--- src/rtl/cop0_interrupt_source.sv ---
// COP0 interrupt source: Count/Compare timer, external-pin synchronizers and
// edge latches feeding the registered hardware_int vector.
module cop0_interrupt_source #(
   parameter int         SYNC_STAGES = 2,
   parameter logic [5:0] EDGE_MASK   = 6'b000000,
   parameter int         TIMER_LINE  = 5
) (
   input  logic        clk,
   input  logic        reset_n,
   input  logic [5:0]  ext_int_raw,
   input  logic        accept_hardware_interrupt,
   input  logic [5:0]  ext_int_taken,
   input  logic        count_dc,
   input  logic        count_we,
   input  logic        compare_we,
   input  logic [31:0] cop0_wdata,
   output logic [5:0]  hardware_int,
   output logic [31:0] count,
   output logic [31:0] compare,
   output logic        timer_pending
);

   generate
      if (SYNC_STAGES < 2 || SYNC_STAGES > 4) begin : g_bad_sync
         $error("SYNC_STAGES must be in 2..4");
      end
      if (TIMER_LINE < 0 || TIMER_LINE > 5) begin : g_bad_timer
         $error("TIMER_LINE must be in 0..5");
      end
   endgenerate

   logic [SYNC_STAGES-1:0][5:0] r_sync;
   logic [5:0]  r_prev;
   logic [5:0]  r_pend;
   logic [31:0] r_count;
   logic [31:0] r_compare;
   logic        r_tog;
   logic        r_timer_pending;

   logic [5:0]  w_synced;
   logic [5:0]  w_set;
   logic [5:0]  w_clr;
   logic [5:0]  w_line;
   logic [5:0]  w_timer_vec;
   logic [31:0] w_count_plus1;
   logic        w_inc;
   logic        w_match;

   // Pins are asynchronous: shift each through its own flop chain.
   always_ff @(posedge clk or negedge reset_n) begin
      if (!reset_n) begin
         r_sync <= '0;
      end else begin
         r_sync <= {r_sync[SYNC_STAGES-2:0], ext_int_raw};
      end
   end

   assign w_synced = r_sync[SYNC_STAGES-1];
   assign w_set    = w_synced & ~r_prev & EDGE_MASK;
   assign w_clr    = {6{accept_hardware_interrupt}} & ext_int_taken;

   // Set beats clear so a new edge arriving on the acknowledge cycle is kept.
   always_ff @(posedge clk or negedge reset_n) begin
      if (!reset_n) begin
         r_prev <= '0;
         r_pend <= '0;
      end else begin
         r_prev <= w_synced;
         r_pend <= (w_set | (r_pend & ~w_clr)) & EDGE_MASK;
      end
   end

   assign w_count_plus1 = r_count + 32'd1;
   assign w_inc         = !count_we && !count_dc && r_tog;
   assign w_match       = w_inc && (w_count_plus1 == r_compare);

   always_ff @(posedge clk or negedge reset_n) begin
      if (!reset_n) begin
         r_count         <= '0;
         r_tog           <= 1'b0;
         r_compare       <= '0;
         r_timer_pending <= 1'b0;
      end else begin
         if (count_we) begin
            r_count <= cop0_wdata;
            r_tog   <= 1'b0;
         end else if (!count_dc) begin
            r_tog <= ~r_tog;
            if (r_tog) begin
               r_count <= w_count_plus1;
            end
         end
         if (compare_we) begin
            r_compare <= cop0_wdata;
         end
         if (compare_we) begin
            r_timer_pending <= 1'b0;
         end else if (w_match) begin
            r_timer_pending <= 1'b1;
         end
      end
   end

   genvar gi;
   generate
      for (gi = 0; gi < 6; gi++) begin : g_line
         if (EDGE_MASK[gi]) begin : g_edge
            assign w_line[gi] = r_pend[gi];
         end else begin : g_level
            assign w_line[gi] = w_synced[gi];
         end
      end
   endgenerate

   assign w_timer_vec   = r_timer_pending ? (6'b000001 << TIMER_LINE) : 6'b000000;
   assign hardware_int  = w_line | w_timer_vec;
   assign count         = r_count;
   assign compare       = r_compare;
   assign timer_pending = r_timer_pending;

endmodule

--- config.mk ---
export PLATFORM = sky130hd
export DESIGN_NAME = cop0_interrupt_source
export DESIGN_NICKNAME = d
export VERILOG_FILES = /design/src/rtl/cop0_interrupt_source.sv
export SDC_FILE = /design/constraint.sdc
export NUM_CORES = 1
export LEC_CHECK = 0
export CORE_MARGIN = 2
export CORE_UTILIZATION = 49
export DETAILED_ROUTE_END_ITERATION = 6
export PLACE_DENSITY = 0.81
export SYNTH_ARGS = -nofsm -noshare
export SYNTH_HDL_FRONTEND = slang
export SYNTH_SLANG_ARGS = --single-unit
--- constraint.sdc ---
create_clock -name clk -period 3.55 [get_ports clk]
set_input_delay 0.8875 -clock clk [delete_from_list [all_inputs] [get_ports clk]]
set_output_delay 0.8875 -clock clk [all_outputs]
set_load 0.05 [all_outputs]
# After elaboration in Yosys (flattened, before gate mapping)
# Cells that the tools add are included.
dict set report op_classes {
  mux 8
  add_sub_neg 1
  bitwise_logic 2
  n_eq_ne 2
  n_reduce_logical 8
}
# op count
set ops {}
lappend ops {{two-way mux 32 bit} 3}
lappend ops {{adder 32 x 1 -> 32 bit (second input constant)} 1}
lappend ops {{== test 32 bit} 1}
lappend ops {{two-way mux 6 bit} 1}
lappend ops {{OR 6 bit} 1}
lappend ops {{two-way mux 1 bit} 4}
lappend ops {{nonzero test 2 bit} 2}
lappend ops {{logical AND 1 bit} 3}
lappend ops {{logical NOT 1 bit} 2}
lappend ops {{!= test 2 x 1 -> 1 bit (second input constant)} 1}
lappend ops {{AND reduction 2 bit} 1}
lappend ops {{NOT 1 bit} 1}
dict set report word_totals {
  input_bits 50
  output_inout_bits 71
  regBits 78
  word_cells 27
}

# Longest topological paths before layout
# Gate-level depths: netlist of run 1.
dict set report logic_depth {
  ltp_word 6
  mapped_depth 11
  ltp_nobuf 8
}

# Worst setup path before layout of run 1
# OpenSTA, ideal clock, no wires.
dict set report synth_path {
  path_type {reg2reg}
  startpoint {register r_count[0] (netlist: count[0])}
  endpoint {register r_timer_pending (netlist: timer_pending)}
  stages_incl_launch_ff 10
  arrival_ps 3138
  synth_period_minus_slack_ps 3219
  setup_slack_ps 331
  setup_ps 81
  required_time_ps 3469
  path_cell_list {dfrtp_1 > ha_1 > nand2_1 > or4_1 > clkbuf_1 > or3_1 > o21ai_0 > a311oi_1 > or4b_1 > o22ai_2}
}
dict set report synth_via {
  elab_chain_len 4
}
# element line_no
set synth_lines {}
lappend synth_lines {{start: declaration} 35} ;# logic [31:0] r_count;
lappend synth_lines {{start signal: assignment} 85} ;# r_count <= cop0_wdata;
lappend synth_lines {{start signal: assignment} 90} ;# r_count <= w_count_plus1;
lappend synth_lines {{adder 32 x 1 -> 32 bit} 73} ;# assign w_count_plus1 = r_count + 32'd1;
lappend synth_lines {{== test 32 bit} 75} ;# assign w_match = w_inc && (w_count_plus1 == r_compare);
lappend synth_lines {{logical AND 1 bit} 75}
lappend synth_lines {{nonzero test 2 bit (no source line)} -}
lappend synth_lines {{end signal: assignment} 82} ;# r_timer_pending <= 1'b0;
lappend synth_lines {{end signal: assignment} 97} ;# r_timer_pending <= 1'b0;
lappend synth_lines {{end signal: assignment} 99} ;# r_timer_pending <= 1'b1;
lappend synth_lines {{end: declaration} 38} ;# logic r_timer_pending;
# No other way between the ends.
# A chain may end at the register's enable or synchronous reset.

# Final worst setup path of run 1
# Same ends and word-level chain as after synthesis.

==> summary.md, run 1 <==
| Metric | Value |
|---|---|
| Setup TNS | 0 ns |
| Setup crit start | count[0]$_DFFE_PN0P_ |
| Max_slew headroom | 0.3441 |
| Mean Syn Cell Area | 9.704 µm² |
| RSZ-0062 raised after global routing | false |
| Pwr per Cell Area | 452.5 mW/mm² |
| Clk root buf | clkbuf_8 |
| Synth area leaders | dfrtp_1 (45%), xnor2_1 (8.4%), mux2_2 (8.0%) |
| Clock Latency Late Sink | 0.35 ns |
| Maximum clock frequency | 0.3232 GHz |
| Diode count | 0 |
| I/O pin total | 121 |
| Worst hold start | r_sync[5]$_DFF_PN0_ |
| Required time of the critical path | 3.82 ns |
| Largest net degree at the start of global routing | 79 |
| Die width | 98.51 µm |
| Status | finished clean |
| CTS tree | yes |
| Reg-to-reg startpoint | count[0]$_DFFE_PN0P_ |
| WL final | 10850 µm |
| Setup violation total in the final timing report | 0 |
| Hold_buf cts | 0 |
| Post-CTS setup buffers | 0 |
| Die span in y | 98.51 µm |
| Detailed-route via count | 3672 |
| Pre-Repair DR Iteration Count | 5 |
| IO Port Bufs | 113 |
| Syn Inst Count | 451 |
| Top cell type's share of synthesized area | 0.4460 |
| HPWL reported at the end of detailed placement | 7789 µm |
| Area grow syn2layout | 31.22% |
| Post-Syn Nets | 502 |
| Starting Density | 0.5043 |
| Layout cell share with drive strength beyond 1 | 0.1107 |
| Slowest-stage cell, CP | or4_1 |
| CTS clk-pin slew, worst paths | 0.08 ns |
| Max-slew violations | 0 |
| Async set-reset flop share out of synthesis | 1.000 |
| Seq/Total Area, Yosys | 0.4460 |
| Post-synth EDFFs | 0 |
| Clock Tree Buf Depth | 2 |
| Post-route DRC | 0 |
| Drt wl/cell | 16.46 µm |
| Total track usage | 0.2284 |
| Post-synth top area cell | dfrtp_1 |
| Hold Crit Class | flip-flop to flip-flop |
| Nets | 597 |
| GPL Wtd Cong | 0.8708 |
| CORE AREA | 0.008678 mm² |
| # rows | 34 |
| Total congestion overflow | 0 |
| Initial antenna violation count | 0 |
| Layout Skew | 0.008820 ns |
| Dominant synthesized flop cell | dfrtp_1 |
| First-pass GRT wire length | 18080 µm |
| Worst Setup End Kind | flip-flop |
| Synthesis warning total | 0 |
| Area of the mapped netlist | 0.004377 mm² |
| Arrival @ worst endpoint | 3.37 ns |
| TritonCTS buffer count | 9 |
| Seq cells post-synth | 78 |
| Netlist cell types | 54 |
| Resized Gates After CTS | 0 |
| CP startpoint kind | flip-flop |
| DR vias/cell | 5.572 |
| Final Hold Viols | 0 |
| Clock Sinks | 78 |
| Worst-Margin Slew | 0.9838 ns |
| Antenna viol nets, final | 0 |
| Placed Cells | 643 |
| DRT iter0 DRCs | 228 |
| Maxcap violations | 0 |
| Final min period | 3.094 ns |
| CP Max Fanout | 8 |
| Critical path class | flip-flop to flip-flop |
| Worst IR Drop VDD | 0.2746 mV |
| Fin cells | 659 |
| Vias in the first global route | 3680 |
| Area of the die | 0.009704 mm² |
| Static leakage | 2.170 nW |
| CP peak stage delay | 0.69 ns |
| Htree depth | 3 |
| Crit share post-route | 0.8717 |
| Worst path cell trace | ha_1, nand2_1, or4_1, or3_1, o21ai_0, a311oi_1, or4b_1, o22ai_2 |
-- cells in the mapped netlist (2+ instances only) --
master,n
dfrtp_1,78
nand2_1,60
xnor2_1,42
o21ai_0,40
mux2_2,31
clkbuf_1,26
xor2_1,26
nand3_1,17
nor2_1,17
nor3_1,10
nand4_1,9
nor4_1,7
nor2b_1,6
or3_1,6
a21oi_1,5
and3_1,5
buf_4,5
a31oi_1,4
buf_2,4
inv_1,4
mux2i_1,4
and4_1,3
o31ai_1,3
or4_1,3
a211o_1,2
and2_1,2
nand4b_1,2
o211ai_1,2
o21ai_1,2
or2_1,2
-- power by group --
group	switching, mW	internal (mW)	total [mW]
logic	0.474	0.309	0.783
registers	0.117	0.965	1.08
clock network	0.337	0.398	0.734
-- cells by family (layout without fill, tap and decap cells) --
family / count (synthesis) / in the layout / synth area share
flops: 78 / 78 / 0.4460
fa+ha+maj: 1 / 1 / 0.002858
compound gates: 69 / 69 / 0.09434
simple gates: 160 / 160 / 0.1904
mux: 35 / 35 / 0.08891
buf+inv: 40 / 140 / 0.04145
xor+xnor: 68 / 68 / 0.1361
-- sequential cells by signal, indices dropped and copies added, names as in the netlist --
| name | cells |
|---|---|
| compare | 32 |
| count | 32 |
| r_sync | 6 |
| r_tog | 1 |
| timer_pending | 1 |
| w_line | 6 |
-- cells in the final DEF, fill, tap and decap left out, types with 2 or more instances in the layout --
cell,instances
clkdlybuf4s50_1,111
dfrtp_1,78
nand2_1,60
xnor2_1,42
o21ai_0,40
mux2_2,31
xor2_1,26
nand3_1,17
nor2_1,17
nor3_1,10
nand4_1,9
clkbuf_8,9
buf_4,8
nor4_1,7
or3_1,6
nor2b_1,6
and3_1,5
a21oi_1,5
inv_1,4
mux2i_1,4
a31oi_1,4
and4_1,3
or4_1,3
o31ai_1,3
and2_1,2
or2_1,2
o21ai_1,2
nand4b_1,2
o211ai_1,2
a211o_1,2
bufinv_16,2
clkinvlp_4,2
-- area by class of cell --
cell class,count,area (µm²)
repair buffers,120,1176
flip-flops and latches,78,1952
inverters,4,15.01
clock inverters,7,97.59
well taps,108,135.1
clock buffers,9,123.9
fillers,713,2935
multi-input cells,333,2243
-- layer usage --
layer | part of all wire | track usage
met2 | 0.50 | 0.3747
met3 | 0.058 | 0.04468
met5 | 0 | 0
met4 | 0.016 | 0.07903
met1 | 0.43 | 0.3045
-- through the flow --
step	setup WS [ns]	hold WS [ns]	util	cell area, µm²	power, mW
2_1_floorplan	0.3312	0.3312	-	4377	1.590
3_3_place_gp	0.5655	0.3325	0.6362	5522	1.858
3_5_place_dp	0.5085	0.3347	0.6362	5522	1.880
4_1_cts	0.4746	0.3524	0.6618	5743	2.621
5_1_grt	0.3358	0.3594	0.6618	5743	2.723
6_report	0.4555	0.3511	0.6618	5743	2.599
-- worst max-delay path: cells and delay by family (launching register included) --
family / cells / cell delay (ns)
flip-flops: 1 / 0.49
AO/OA/AOI/OAI: 3 / 0.39
AND/OR/NAND/NOR: 4 / 1.80
adder cells (fa/ha/maj): 1 / 0.34
-- final timing paths --
| check | endpoint | slack (ns) | cells past startpoint |
|---|---|---|---|
| setup / recovery | timer_pending$_DFFE_PN0P_ | 0.46 | 8 |
| hold / removal | w_line[5]$_DFF_PN0_ | 0.35 | 0 |
| setup reg to reg | timer_pending$_DFFE_PN0P_ | 0.46 | 8 |
| hold reg to reg | w_line[5]$_DFF_PN0_ | 0.35 | 0 |
| max in group asynchronous | compare[15]$_DFFE_PN0P_ | 2.22 | 1 |
| min in group asynchronous | compare[31]$_DFFE_PN0P_ | 0.68 | 1 |
No activity file was read; power rests on OpenSTA's default activity.
==> run 2: changes to the inputs <==
--- a/config.mk
+++ b/config.mk
@@ -8,7 +8,9 @@
 export CORE_MARGIN = 2
 export CORE_UTILIZATION = 49
 export DETAILED_ROUTE_END_ITERATION = 6
-export PLACE_DENSITY = 0.81
+export DONT_BUFFER_PORTS = 1
+export PLACE_DENSITY = 0.64
+export SETUP_SLACK_MARGIN = 0.15
 export SYNTH_ARGS = -nofsm -noshare
 export SYNTH_HDL_FRONTEND = slang
 export SYNTH_SLANG_ARGS = --single-unit
==> run 2 against run 1 <==
Cell area is 17% lower. Critical path depth stayed put. Setup slack better by 0.19 ns. Cell count is 13% lower. Count of clock-buffer cells in the layout stayed put. Power is 11% lower. Via count is 11% lower. First-iteration DRC count is 43% lower. Clock skew is 0.00076 ns higher. Non-clock buffer count is 86 lower. Critical endpoint unchanged. Highest routed layer unchanged.
==> summary.md, run 2 (synthesized netlist as in run 1, its figures left out) <==
| Metric | Value |
|---|---|
| I/O pin total | 121 |
| WL final | 10030 µm |
| CTS clk-pin slew, worst paths | 0.09 ns |
| Die width | 98.51 µm |
| Largest net degree at the start of global routing | 79 |
| Fin cells | 573 |
| Nets | 511 |
| Pre-Repair DR Iteration Count | 4 |
| Total track usage | 0.2149 |
| Setup violation total in the final timing report | 0 |
| Starting Density | 0.5043 |
| Maxcap violations | 0 |
| CTS tree | yes |
| RSZ-0062 raised after global routing | false |
| Status | finished clean |
| WP buf/inv | 0 |
| Static leakage | 1.859 nW |
| Clk root buf | clkbuf_8 |
| Worst-Margin Slew | 0.6437 ns |
| Slowest-stage cell, CP | or4_1 |
| Layout Skew | 0.009575 ns |
| Filler Cell Count | 810 |
| Area grow syn2layout | 9.462% |
| Vias in the first global route | 3335 |
| Die span in y | 98.51 µm |
| Hold Crit Class | input pin to async pin |
| TritonCTS buffer count | 9 |
| IO Port Bufs | 0 |
| Antenna viol nets, final | 0 |
| DRT iter0 DRCs | 131 |
| Final Hold Viols | 0 |
| DR vias/cell | 5.710 |
| FF/Latch Area | 0.001952 mm² |
| CP startpoint kind | flip-flop |
| First-pass GRT wire length | 16860 µm |
| Critical path's top delay family | simple AND/OR/NAND/NOR gates |
| GPL Wtd Cong | 0.8435 |
| Post-CTS setup buffers | 0 |
| CP peak stage delay | 0.69 ns |
| Maximum clock frequency | 0.3449 GHz |
| Worst IR Drop VDD | 0.2506 mV |
| Finished Cell Area | 0.004791 mm² |
| Worst path cell trace | ha_1, nand2_1, or4_1, or3_1, nor3_1, a311oi_1, or4b_1, o22ai_2 |
| Pwr per Cell Area | 482.7 mW/mm² |
| CP Max Fanout | 7 |
| Flop2flop setup slack | 0.65 ns |
| Layout cell share with drive strength beyond 1 | 0.1849 |
| Drt wl/cell | 17.50 µm |
| Arrival @ worst endpoint | 3.18 ns |
| Util after Layout | 0.5520 |
| Required time of the critical path | 3.83 ns |
| # rows | 34 |
| Max-slew violations | 0 |
| Commonest cells after routing, fill and taps aside | dfrtp_1 (78), nand2_1 (60), xnor2_1 (42), o21ai_0 (40), buf_4 (34) |
| Resized Gates After CTS | 0 |
| Final min period | 2.900 ns |
| HPWL reported at the end of detailed placement | 7261 µm |
| Critical path class | flip-flop to flip-flop |
| Post-route DRC | 0 |
| Clock Tree Buf Depth | 2 |
| Area of the die | 0.009704 mm² |
| Hold_buf cts | 0 |
| Htree depth | 3 |
| Detailed-route via count | 3272 |
| Initial antenna violation count | 0 |
| Max_slew headroom | 0.5669 |
| CORE AREA | 0.008678 mm² |
| Diode count | 0 |
| Clock Latency Late Sink | 0.35 ns |
| Multi-input gate area | 0.002243 mm² |
| Clock Sinks | 78 |
| Placed Cells | 557 |
| Dpl cell area | 0.004601 mm² |
| Worst Setup End Kind | flip-flop |
| Total congestion overflow | 0 |
| Setup TNS | 0 ns |
| Commonest non-fill, non-tap cell in the layout | dfrtp_1 |
| Crit share post-route | 0.8168 |
run 2: cell count changes in the layout (fill, tap and decap cells not counted):
cell / previous run / this run
clkdlybuf4s50_1: 111 / 0
buf_4: 8 / 34
bufinv_16: 2 / 0
clkinv_4: 1 / 3
clkinvlp_4: 2 / 0
inv_8: 0 / 2
buf_2: 1 / 0
clkinv_2: 1 / 0
inv_6: 1 / 2
run 2: through the flow:
stage	setup WS, ns	power [mW]	hold slack [ns]
6_report	0.6504	2.313	0.2136
5_1_grt	0.4882	2.422	0.1922
3_3_place_gp	0.7267	1.685	0.3344
2_1_floorplan	0.3312	1.590	0.3312
3_5_place_dp	0.6531	1.695	0.3347
4_1_cts	0.6423	2.345	0.1889
run 2: worst reg2reg max path, stage by stage, from the launching register on:
cell and delay [ns]:
dfrtp_1 0.36, ha_1 0.28, nand2_1 0.11, or4_1 0.69, or3_1 0.44, nor3_1 0.21
a311oi_1 0.09, or4b_1 0.55, o22ai_2 0.10
run 2: report_power, final:
group | leakage [nW] | switching [mW] | internal [mW] | total [mW]
Clock | 0.0982 | 0.367 | 0.272 | 0.639
Sequential | 0.931 | 0.227 | 0.962 | 1.19
Combinational | 0.830 | 0.297 | 0.188 | 0.485
run 2: path summary, 6_finish.rpt:
path                                             end  cells past startpoint            startpoint
max reg2reg                timer_pending$_DFFE_PN0P_                      8  count[0]$_DFFE_PN0P_
max                        timer_pending$_DFFE_PN0P_                      8  count[0]$_DFFE_PN0P_
min                           compare[4]$_DFFE_PN0P_                      0               reset_n
max in group asynchronous      count[13]$_DFFE_PN0P_                      0               reset_n
min reg2reg                      w_line[2]$_DFF_PN0_                      0   r_sync[2]$_DFF_PN0_
min in group clk                 w_line[2]$_DFF_PN0_                      0   r_sync[2]$_DFF_PN0_
run 2: metal layers:
| layer | up-vias | wire length [µm] | share of wire | global-route usage |
|---|---|---|---|---|
| met5 | - | 0 | 0 | 0 |
| met4 | 0 | 148 | 0.015 | 0.07060 |
| met3 | 10 | 756 | 0.075 | 0.06170 |
| met2 | 101 | 4443 | 0.44 | 0.3192 |
| met1 | 1573 | 4677 | 0.47 | 0.3046 |
| li1 | 1588 | - | - | - |
run 2: final cells by class:
type	instances	area share
inverters	4	0.003134
flip-flops and latches	78	0.4074
well taps	108	0.02821
clock inverters	7	0.01384
repair buffers	34	0.05328
multi-input cells	333	0.4683
clock buffers	9	0.02586
==> run 3: changes to the inputs <==
==> constraint.sdc (replaced) <==
create_clock -name clk -period 2.82 [get_ports clk]
set_input_delay 0.705 -clock clk [delete_from_list [all_inputs] [get_ports clk]]
set_output_delay 0.705 -clock clk [all_outputs]
set_load 0.05 [all_outputs]
==> run 3 against run 2 <==
Maximum frequency grew 13%. Setup slack lost 0.39 ns. Critical path depth shrank 1. Via count grew 3.3%. Cell area grew 3.9%.
==> summary.md, run 3 (synthesized netlist as in run 1, its figures left out) <==
| Metric | Value |
|---|---|
| Status | finished clean |
| Static leakage | 1.914 nW |
| Htree depth | 3 |
| CTS tree | yes |
| CP peak stage delay | 0.55 ns |
| Total track usage | 0.2205 |
| Pwr per Cell Area | 575.0 mW/mm² |
| Worst-Margin Slew | 0.6224 ns |
| Max-slew violations | 0 |
| Area grow syn2layout | 13.78% |
| Area of the die | 0.009704 mm² |
| Post-route DRC | 0 |
| Total congestion overflow | 0 |
| TritonCTS buffer count | 9 |
| Layout Skew | 0.008711 ns |
| Nets | 529 |
| Clock Tree Buf Depth | 2 |
| Fin cells | 591 |
| CP Max Fanout | 5 |
| Vias in the first global route | 3387 |
| Commonest non-fill, non-tap cell in the layout | nand2_1 |
| GPL Wtd Cong | 0.8342 |
| Worst IR Drop VDD | 0.3238 mV |
| Slowest-stage cell, CP | or4_4 |
| Initial antenna violation count | 0 |
| Diode count | 0 |
| FF-to-FF End | timer_pending$_DFFE_PN0P_ |
| Reg-to-reg startpoint | count[23]$_DFFE_PN0P_ |
| First-pass GRT wire length | 17280 µm |
| DRT iter0 DRCs | 150 |
| Total power | 2.863 mW |
| Critical path's top delay family | simple AND/OR/NAND/NOR gates |
| CP startpoint kind | flip-flop |
| Final min period | 2.558 ns |
| Layout cell share with drive strength beyond 1 | 0.2774 |
| Pre-Repair DR Iteration Count | 5 |
| Flop2flop setup slack | 0.26 ns |
| DR vias/cell | 5.719 |
| WL final | 10380 µm |
| CORE AREA | 0.008678 mm² |
| Critical path class | flip-flop to flip-flop |
| RSZ-0062 raised after global routing | false |
| Detailed-route via count | 3380 |
| Commonest cells after routing, fill and taps aside | nand2_1 (58), dfrtp_1 (53), buf_4 (52), xnor2_1 (42), o21ai_0 (38) |
| Drt wl/cell | 17.57 µm |
| Filler Cell Count | 781 |
| Setup violation total in the final timing report | 0 |
| WP buf/inv | 0 |
| Maximum clock frequency | 0.3909 GHz |
| Maxcap violations | 0 |
| I/O pin total | 121 |
| Required time of the critical path | 3.09 ns |
| Clock Latency Late Sink | 0.35 ns |
| Placed Cells | 573 |
| IO Port Bufs | 0 |
| Die width | 98.51 µm |
| Hold Crit Class | input pin to async pin |
| Setup TNS | 0 ns |
| Clk root buf | clkbuf_8 |
| HPWL reported at the end of detailed placement | 7587 µm |
| Crit share post-route | 0.9072 |
| Antenna viol nets, final | 0 |
| Starting Density | 0.5043 |
| R2R cell count | 7 |
| Hold_buf cts | 0 |
| CTS clk-pin slew, worst paths | 0.08 ns |
| Die span in y | 98.51 µm |
| Worst Setup End Kind | flip-flop |
| Arrival @ worst endpoint | 2.83 ns |
| Worst path cell trace | nand2_1, or4_4, or3_1, a211o_1, a22o_1, or4b_4, o22ai_2 |
| Final Hold Viols | 0 |
| Largest net degree at the start of global routing | 79 |
| Clock Sinks | 78 |
| Max_slew headroom | 0.5851 |
| # rows | 34 |
run 3: cell types whose count changed in the layout (fill, tap and decap cells not counted), sizes merged:
| cell | previous run | this run |
|---|---|---|
| inv | 8 | 4 |
| clkbuf | 9 | 14 |
| clkinv | 3 | 2 |
| buf | 34 | 52 |
run 3: per-layer routing:
metal,GRT usage,vias up,wire [µm]
met2,0.3391,112,4702
li1,-,1623,-
met3,0.07092,15,819
met4,0.05690,0,136
met5,0,-,0
met1,0.3041,1630,4724
run 3: power breakdown:
part	switching, mW	total, mW	internal [mW]	leakage, nW
Sequential	0.245	1.46	1.22	0.902
Clock	0.381	0.700	0.319	0.0784
Combinational	0.435	0.700	0.265	0.933
run 3: cell type report:
type | count | area [µm²] | area share
clock buffer | 14 | 142.6 | 0.02864
inverter | 4 | 15.01 | 0.003015
clock inverter | 2 | 10.01 | 0.002010
multi-input combinational | 333 | 2301 | 0.4621
timing repair buffer | 52 | 390.4 | 0.07839
sequential | 78 | 1986 | 0.3987
tap | 108 | 135.1 | 0.02714
run 3: metrics by stage:
| stage | worst slack, ns | utilization | hold slack (ns) | instance area, µm² |
|---|---|---|---|---|
| 3_5_place_dp | 0.2300 | 0.5515 | 0.3355 | 4786 |
| 4_1_cts | 0.2051 | 0.5691 | 0.02800 | 4938 |
| 3_3_place_gp | 0.2423 | 0.5515 | 0.3321 | 4786 |
| 5_1_grt | 0.1824 | 0.5738 | 0.01563 | 4980 |
| 2_1_floorplan | 0.07849 | - | 0.3312 | 4489 |
| 6_report | 0.2617 | 0.5738 | 0.04495 | 4980 |
run 3: worst reg2reg max path, stage by stage (launching register included):
cell,delay [ns]
dfrtp_2,0.37
nand2_1,0.12
or4_4,0.55
or3_1,0.32
a211o_1,0.26
a22o_1,0.22
or4b_4,0.53
o22ai_2,0.12
run 3: timing repair:
action	4_1_cts	5_1_grt
resized for setup	0	8
setup endpoints to repair	0	1
buffers inserted	0	2
run 3: worst max-delay path by stage:
stage | from | end | slack (ns) | depth (start not counted)
6_report | count[23]$_DFFE_PN0P_ | timer_pending$_DFFE_PN0P_ | 0.26 | 7
2_1_floorplan | count[27]$_DFFE_PN0P_ | timer_pending$_DFFE_PN0P_ | 0.08 | 8
4_1_cts | count[25]$_DFFE_PN0P_ | timer_pending$_DFFE_PN0P_ | 0.21 | 7
3_5_place_dp | count[25]$_DFFE_PN0P_ | timer_pending$_DFFE_PN0P_ | 0.23 | 7
3_3_place_gp | count[0]$_DFFE_PN0P_ | timer_pending$_DFFE_PN0P_ | 0.24 | 9
5_1_grt | count[4]$_DFFE_PN0P_ | timer_pending$_DFFE_PN0P_ | 0.18 | 8
